`src/rtl/arbiter_pkg.sv`:
```
// Shared types and helpers for the N-requester arbiter.
// Holds the policy/state enums and the one-hot to binary encoder used for gnt_id.
package arbiter_pkg;

   typedef enum logic {ARB_FIXED, ARB_RR} arb_mode_e;
   typedef enum logic {IDLE, GRANT} arb_state_e;

   localparam int unsigned ARB_MAX_N = 16;
   localparam int unsigned ARB_ID_W  = 4;

   // OR-reduction encoder; input is assumed one-hot or zero
   function automatic logic [ARB_ID_W-1:0] onehot2bin(input logic [ARB_MAX_N-1:0] oh);
      logic [ARB_ID_W-1:0] bin;
      bin = '0;
      for (int unsigned i = 0; i < ARB_MAX_N; i++) begin
         if (oh[i]) begin
            bin = bin | ARB_ID_W'(i);
         end
      end
      return bin;
   endfunction

endpackage

```
`src/rtl/arbiter_prio_picker.sv`:
```
// Combinational circular priority picker: first unmasked request at or after ptr.
// With ptr tied to zero it degenerates into a lowest-index fixed-priority picker.
module prio_picker
   import arbiter_pkg::*;
#(
   parameter int unsigned N  = 3,
   parameter int unsigned PW = $clog2(N)
) (
   input  logic [N-1:0]  req,
   input  logic [N-1:0]  mask,
   input  logic [PW-1:0] ptr,
   output logic [N-1:0]  pick_c,
   output logic          any_c
);

   logic [N-1:0] cand;
   logic         found;

   // Walk ptr, ptr+1, ... with an explicit wrap so non-power-of-two N stays in range
   always_comb begin
      cand   = req & ~mask;
      pick_c = '0;
      found  = 1'b0;
      for (int unsigned i = 0; i < N; i++) begin
         int unsigned    idx;
         logic [PW-1:0]  sel;
         idx = 32'(ptr) + i;
         if (idx >= N) begin
            idx = idx - N;
         end
         sel = PW'(idx);
         if (!found && cand[sel]) begin
            pick_c[sel] = 1'b1;
            found       = 1'b1;
         end
      end
      any_c = |cand;
   end

endmodule

```
`src/rtl/arbiter_n.sv`:
```
// N-requester arbiter with registered one-hot grant, fixed or round-robin policy,
// and an optional forced hand-over after MAX_HOLD consecutive grant cycles.
module arbiter_n
   import arbiter_pkg::*;
#(
   parameter int unsigned N        = 3,
   parameter arb_mode_e   MODE     = ARB_RR,
   parameter int unsigned MAX_HOLD = 0
) (
   input  logic                 clk,
   input  logic                 reset,
   input  logic [N-1:0]         req,
   output logic [N-1:0]         gnt,
   output logic                 gnt_valid,
   output logic [$clog2(N)-1:0] gnt_id
);

   localparam int unsigned IW = $clog2(N);
   localparam int unsigned CW = (MAX_HOLD > 0) ? $clog2(MAX_HOLD + 1) : 1;
   // Counter stops at the timeout threshold so a late competitor still triggers hand-over
   localparam logic [CW-1:0] HOLD_LAST = (MAX_HOLD > 0) ? CW'(MAX_HOLD - 1) : '0;

   arb_state_e    state_q, state_d;
   logic [N-1:0]  gnt_q, gnt_d;
   logic          valid_q, valid_d;
   logic [IW-1:0] id_q, id_d;
   logic [IW-1:0] ptr_q, ptr_d;
   logic [CW-1:0] hold_q, hold_d;

   logic          holder_req_c;
   logic          others_c;
   logic          timeout_c;
   logic          issue_c;
   logic [N-1:0]  mask_c;
   logic [IW-1:0] start_c;
   logic [N-1:0]  pick_c;
   logic          any_c;
   logic [IW-1:0] pick_id_c;
   logic [IW-1:0] ptr_nxt_c;

   assign holder_req_c = |(req & gnt_q);
   assign others_c     = |(req & ~gnt_q);
   assign timeout_c    = (MAX_HOLD != 0) && (hold_q == HOLD_LAST) && others_c;
   assign mask_c       = timeout_c ? gnt_q : '0;
   assign start_c      = (MODE == ARB_RR) ? ptr_q : '0;

   prio_picker #(
      .N  (N),
      .PW (IW)
   ) u_picker (
      .req    (req),
      .mask   (mask_c),
      .ptr    (start_c),
      .pick_c (pick_c),
      .any_c  (any_c)
   );

   assign pick_id_c = IW'(onehot2bin(ARB_MAX_N'(pick_c)));
   assign ptr_nxt_c = (pick_id_c == IW'(N - 1)) ? '0 : pick_id_c + IW'(1);

   // Next-state: keep, hand over, or drop to idle
   always_comb begin
      state_d = state_q;
      gnt_d   = gnt_q;
      valid_d = valid_q;
      id_d    = id_q;
      ptr_d   = ptr_q;
      hold_d  = hold_q;
      issue_c = 1'b0;

      case (state_q)
         IDLE: begin
            if (any_c) begin
               issue_c = 1'b1;
            end
         end
         GRANT: begin
            if (holder_req_c && !timeout_c) begin
               if (hold_q != HOLD_LAST) begin
                  hold_d = hold_q + CW'(1);
               end
            end else if (any_c) begin
               issue_c = 1'b1;
            end else begin
               state_d = IDLE;
               gnt_d   = '0;
               valid_d = 1'b0;
               id_d    = '0;
               hold_d  = '0;
            end
         end
         default: begin
            state_d = IDLE;
         end
      endcase

      if (issue_c) begin
         state_d = GRANT;
         gnt_d   = pick_c;
         valid_d = 1'b1;
         id_d    = pick_id_c;
         ptr_d   = ptr_nxt_c;
         hold_d  = '0;
      end
   end

   always_ff @(posedge clk) begin
      if (reset) begin
         state_q <= IDLE;
         gnt_q   <= '0;
         valid_q <= 1'b0;
         id_q    <= '0;
         ptr_q   <= '0;
         hold_q  <= '0;
      end else begin
         state_q <= state_d;
         gnt_q   <= gnt_d;
         valid_q <= valid_d;
         id_q    <= id_d;
         ptr_q   <= ptr_d;
         hold_q  <= hold_d;
      end
   end

   assign gnt       = gnt_q;
   assign gnt_valid = valid_q;
   assign gnt_id    = id_q;

endmodule
```
`config.mk`:
```
export PLATFORM = sky130hd
export DESIGN_NAME = arbiter_n
export DESIGN_NICKNAME = d
export VERILOG_FILES = /design/src/rtl/arbiter_pkg.sv /design/src/rtl/arbiter_prio_picker.sv /design/src/rtl/arbiter_n.sv
export SDC_FILE = /design/constraint.sdc
export NUM_CORES = 1
export LEC_CHECK = 0
export ABC_CLOCK_PERIOD_IN_PS = 4700
export BUFFER_PORTS_ARGS = -buffer_cell sky130_fd_sc_hd__buf_2
export CAP_MARGIN = 5
export CORE_AREA = 8 8 45 47
export DETAILED_ROUTE_END_ITERATION = 16
export DIE_AREA = 0 0 53 55
export PLACE_DENSITY = 0.73
export SYNTH_ARGS = -nofsm -noshare
export SYNTH_HDL_FRONTEND = slang
export SYNTH_SLANG_ARGS = --single-unit
```
`constraint.sdc`:
```
create_clock -name clk -period 4.7 [get_ports clk]
set_input_delay 0.47 -clock clk [delete_from_list [all_inputs] [get_ports clk]]
set_output_delay 0.47 -clock clk [all_outputs]
set_load 0.01 [all_outputs]
```
==> out/metrics.csv <==
stage,metric,value,unit
logic_synthesis,synth.mux.area_fraction,0.0826,
routing,firstDrtPassIters,4,
sta,hold_viol,0,
logic_synthesis,synth-seq-cells,7,
final_layout,seqCellArea,140,um^2
placed_design,place_area,631,um^2
logic_synthesis,synth_fa_ha_area_frac,0.0847,
sta,tightest_slew,0.369,ns
sta,finalMaxSlewViolations,0,
logic_synthesis,ys_warn_count,0,
clocking,numClockSinks,7,
logic_synthesis,synth_edf_count,0,
logic_synthesis,yosys-top-cells-area,"dfxtp_1 24%, ha_1 8.5%, a21oi_1 4.2%",
clocking,clk_latency,0.25,ns
final_layout,final_layout_size_suffix_gt1_frac,0.289,
final_layout,multi_input_area,398,um^2
routing,drtAntennaViolNets,0,
logic_synthesis,yosysTopAreaCell,dfxtp_1,
clocking,clockBufferDepth,2,
power_and_ir_drop,finalPower,0.434,mW
sta,setup_tns,0,ns
run,max_cap_violations,0,
worst_hold_path,min-delay-start,gnt_valid,
logic_synthesis,synth_most_common_cell,dfxtp_1,
worst_setup_path,critical_path_arrival,2.09,ns
worst_hold_path,min_path_type,reg -> reg,
worst_setup_path,startpoint_type,register,
logic_synthesis,synthArstFlopShare,0,
worst_setup_path,crit_required,4.85,ns
worst_setup_path,endpoint_kind,register,
final_layout,fillers,132,
routing,viasPerCell,5.54,
clocking,cts_tree,done,
routing,wl_per_cell,13.8,um
sta,fmaxAchievable,516,MHz
clocking,cts_root_buf,clkbuf_4,
sta,period_minus_slack,1.94,ns
sta,clock_skew,0.00128,ns
logic_synthesis,avgSynthCellArea,8.95,um^2
global_routing,overflow,0,
placed_design,dp_hpwl,984,um
sta,period_share,0.412,
logic_synthesis,synth_seq_area_share,0.237,
placed_design,place.gp.congestion,0.755,
sta,rsz0062_at_grt,false,
global_routing,grt.total_usage,0.0953,
routing,routed_wl,1.27,mm
clocking,post-cts-setup-buffer-count,0,
die,row_count,14,
logic_synthesis,synth_nets,75,
final_layout,final_nets,86,
clocking,cts_resized,0,
logic_synthesis,yosysTopAreaCellShare,0.237,
clocking,cts_max_level,1,
final_layout,finalInstanceArea,657,um^2
global_routing,grt_max_degree,9,
worst_setup_path,cp_max_fo,8,
power_and_ir_drop,ir_drop,287,uV
global_routing,grt_pass1_wl,2.08,mm
power_and_ir_drop,leakage,0.277,nW
logic_synthesis,syn-cell-area,591,um^2
die,die_x,53,um
outcome,status,"complete, no violations",
worst_setup_path,startpoint,ptr_q[0],
logic_synthesis,synthXorXnorAreaFrac,0,
logic_synthesis,synth-main-ff-cell,dfxtp_1,
logic_synthesis,ys_top_cells_by_count,"7 x dfxtp_1, 6 x inv_1, 5 x a21oi_1, 5 x nand2_1, 4 x ha_1",
final_layout,layout-area-overhead-vs-synth,11.2,%
sta,slew-limit-headroom,0.752,
logic_synthesis,synthSimpleGateAreaFrac,0.252,
final_layout,num_antenna_cells,0,
worst_setup_path,crit_path_max_incr_delay,0.44,ns
power_and_ir_drop,powerDensity,660,nW/um^2
die,ios,11,
worst_setup_path,worstPathCellList,inv_1 -> ha_1 -> mux2i_2 -> nor3b_2 -> o31ai_4 -> nand2_1 -> o41ai_2,
worst_setup_path,crit_path_top_delay_cell,ha_1,
clocking,path_clk_slew,0.05,ns
global_routing,antenna_found_initial,0,
die,start_util,0.427,
logic_synthesis,ys_types,36,
worst_setup_path,reg2reg_from,ptr_q[0],
placed_design,io_buffers,10,
die,die_h,55,um
routing,vias,510,
routing,remaining_drc_errors,0,
sta,hold_slack,0.479,ns
clocking,holdBufCountCts,0,
logic_synthesis,synth_top_family_by_area,compound AO/OA/AOI/OAI gates,
logic_synthesis,synthCells,66,
die,dieArea,2920,um^2
worst_setup_path,critPathKind,reg -> reg,
routing,drt_iter0_markers,12,
global_routing,first_global_vias,481,
final_layout,final_util,0.475,
clocking,cts_buffers,3,
die,core,1380,um^2
logic_synthesis,synth_compound_area_frac,0.254,
sta,setup_viol,0,
final timing paths:
kind	endpoint	slack, ns	depth (start not counted)
worst max-delay path	ptr_q[0]	2.76	7
worst min-delay path	gnt_valid	0.48	2
worst max register to register	ptr_q[0]	2.76	7
worst min register to register	gnt_valid	0.48	2
cell families (layout without fill, tap and decap cells):
family | count (synthesis) | count (layout)
DFF | 7 | 7
muxes | 4 | 4
and+or+nand+nor | 24 | 24
adders and majority gates | 4 | 4
buffers and inverters | 10 | 20
AOI/OAI and AO/OA | 17 | 17
stage by stage:
step           setup WS, ns  std cells
6_report               2.76         92
5_1_grt                2.62         92
4_1_cts                2.74         92
3_5_place_dp           2.76         88
3_3_place_gp           2.80         88
2_1_floorplan          2.97         66
state kept, by name, summed over array words and instances, names as in the netlist:
name	flops
gnt	2
gnt_valid	1
gnt_id	1
ptr_q	2
state_q	1
where the power goes:
group	switching, mW	total [mW]	internal, mW
clock network	0.0201	0.0523	0.0323
logic	0.150	0.282	0.132
registers	0.0185	0.0988	0.0804
layout make-up:
class | instances | share of cell area
multi-input cells | 49 | 0.606
flip-flops and latches | 7 | 0.213
well taps | 16 | 0.0305
inverters | 6 | 0.0343
clock buffers | 4 | 0.0400
repair buffers | 10 | 0.0762
worst max-delay path: cells and delay by family, from the launching register on:
kind | cells | cell delay (ns)
buffers and inverters | 1 | 0.08
AND/OR/NAND/NOR | 2 | 0.19
flip-flops | 1 | 0.37
adder cells (fa/ha/maj) | 1 | 0.44
multiplexers | 1 | 0.29
AO/OA/AOI/OAI | 2 | 0.49
layout by cell type (no fill, tap or decap):
master	instances
nor2_1	1
o22a_1	1
dfxtp_1	7
mux2i_1	2
o22ai_1	1
o31ai_1	1
mux2i_2	1
nor3b_1	1
a222oi_1	1
nand2_2	1
o41ai_2	1
and4bb_2	1
ha_1	4
a21oi_1	5
a32o_1	1
clkbuf_1	1
inv_1	6
nor3_1	3
a21o_1	1
or3_1	1
nor3b_2	1
a2bb2oi_2	1
and2b_1	1
nand2b_2	1
nand4b_1	1
clkbuf_4	3
o31ai_4	1
nand3_1	3
o2111ai_1	1
mux2_4	1
o21ai_1	1
nand3b_1	1
nand2_1	5
nand2b_1	3
a221oi_1	1
buf_2	10
routing by layer:
layer / wire length [um] / up-vias / global-route usage
li1: - / 265 / -
met1: 594 / 235 / 0.104
met2: 604 / 8 / 0.158
met3: 52 / 2 / 0.0267
met4: 19 / 0 / 0.0647
met5: 0 / - / 0
No activity file was read; power rests on OpenSTA's default activity.
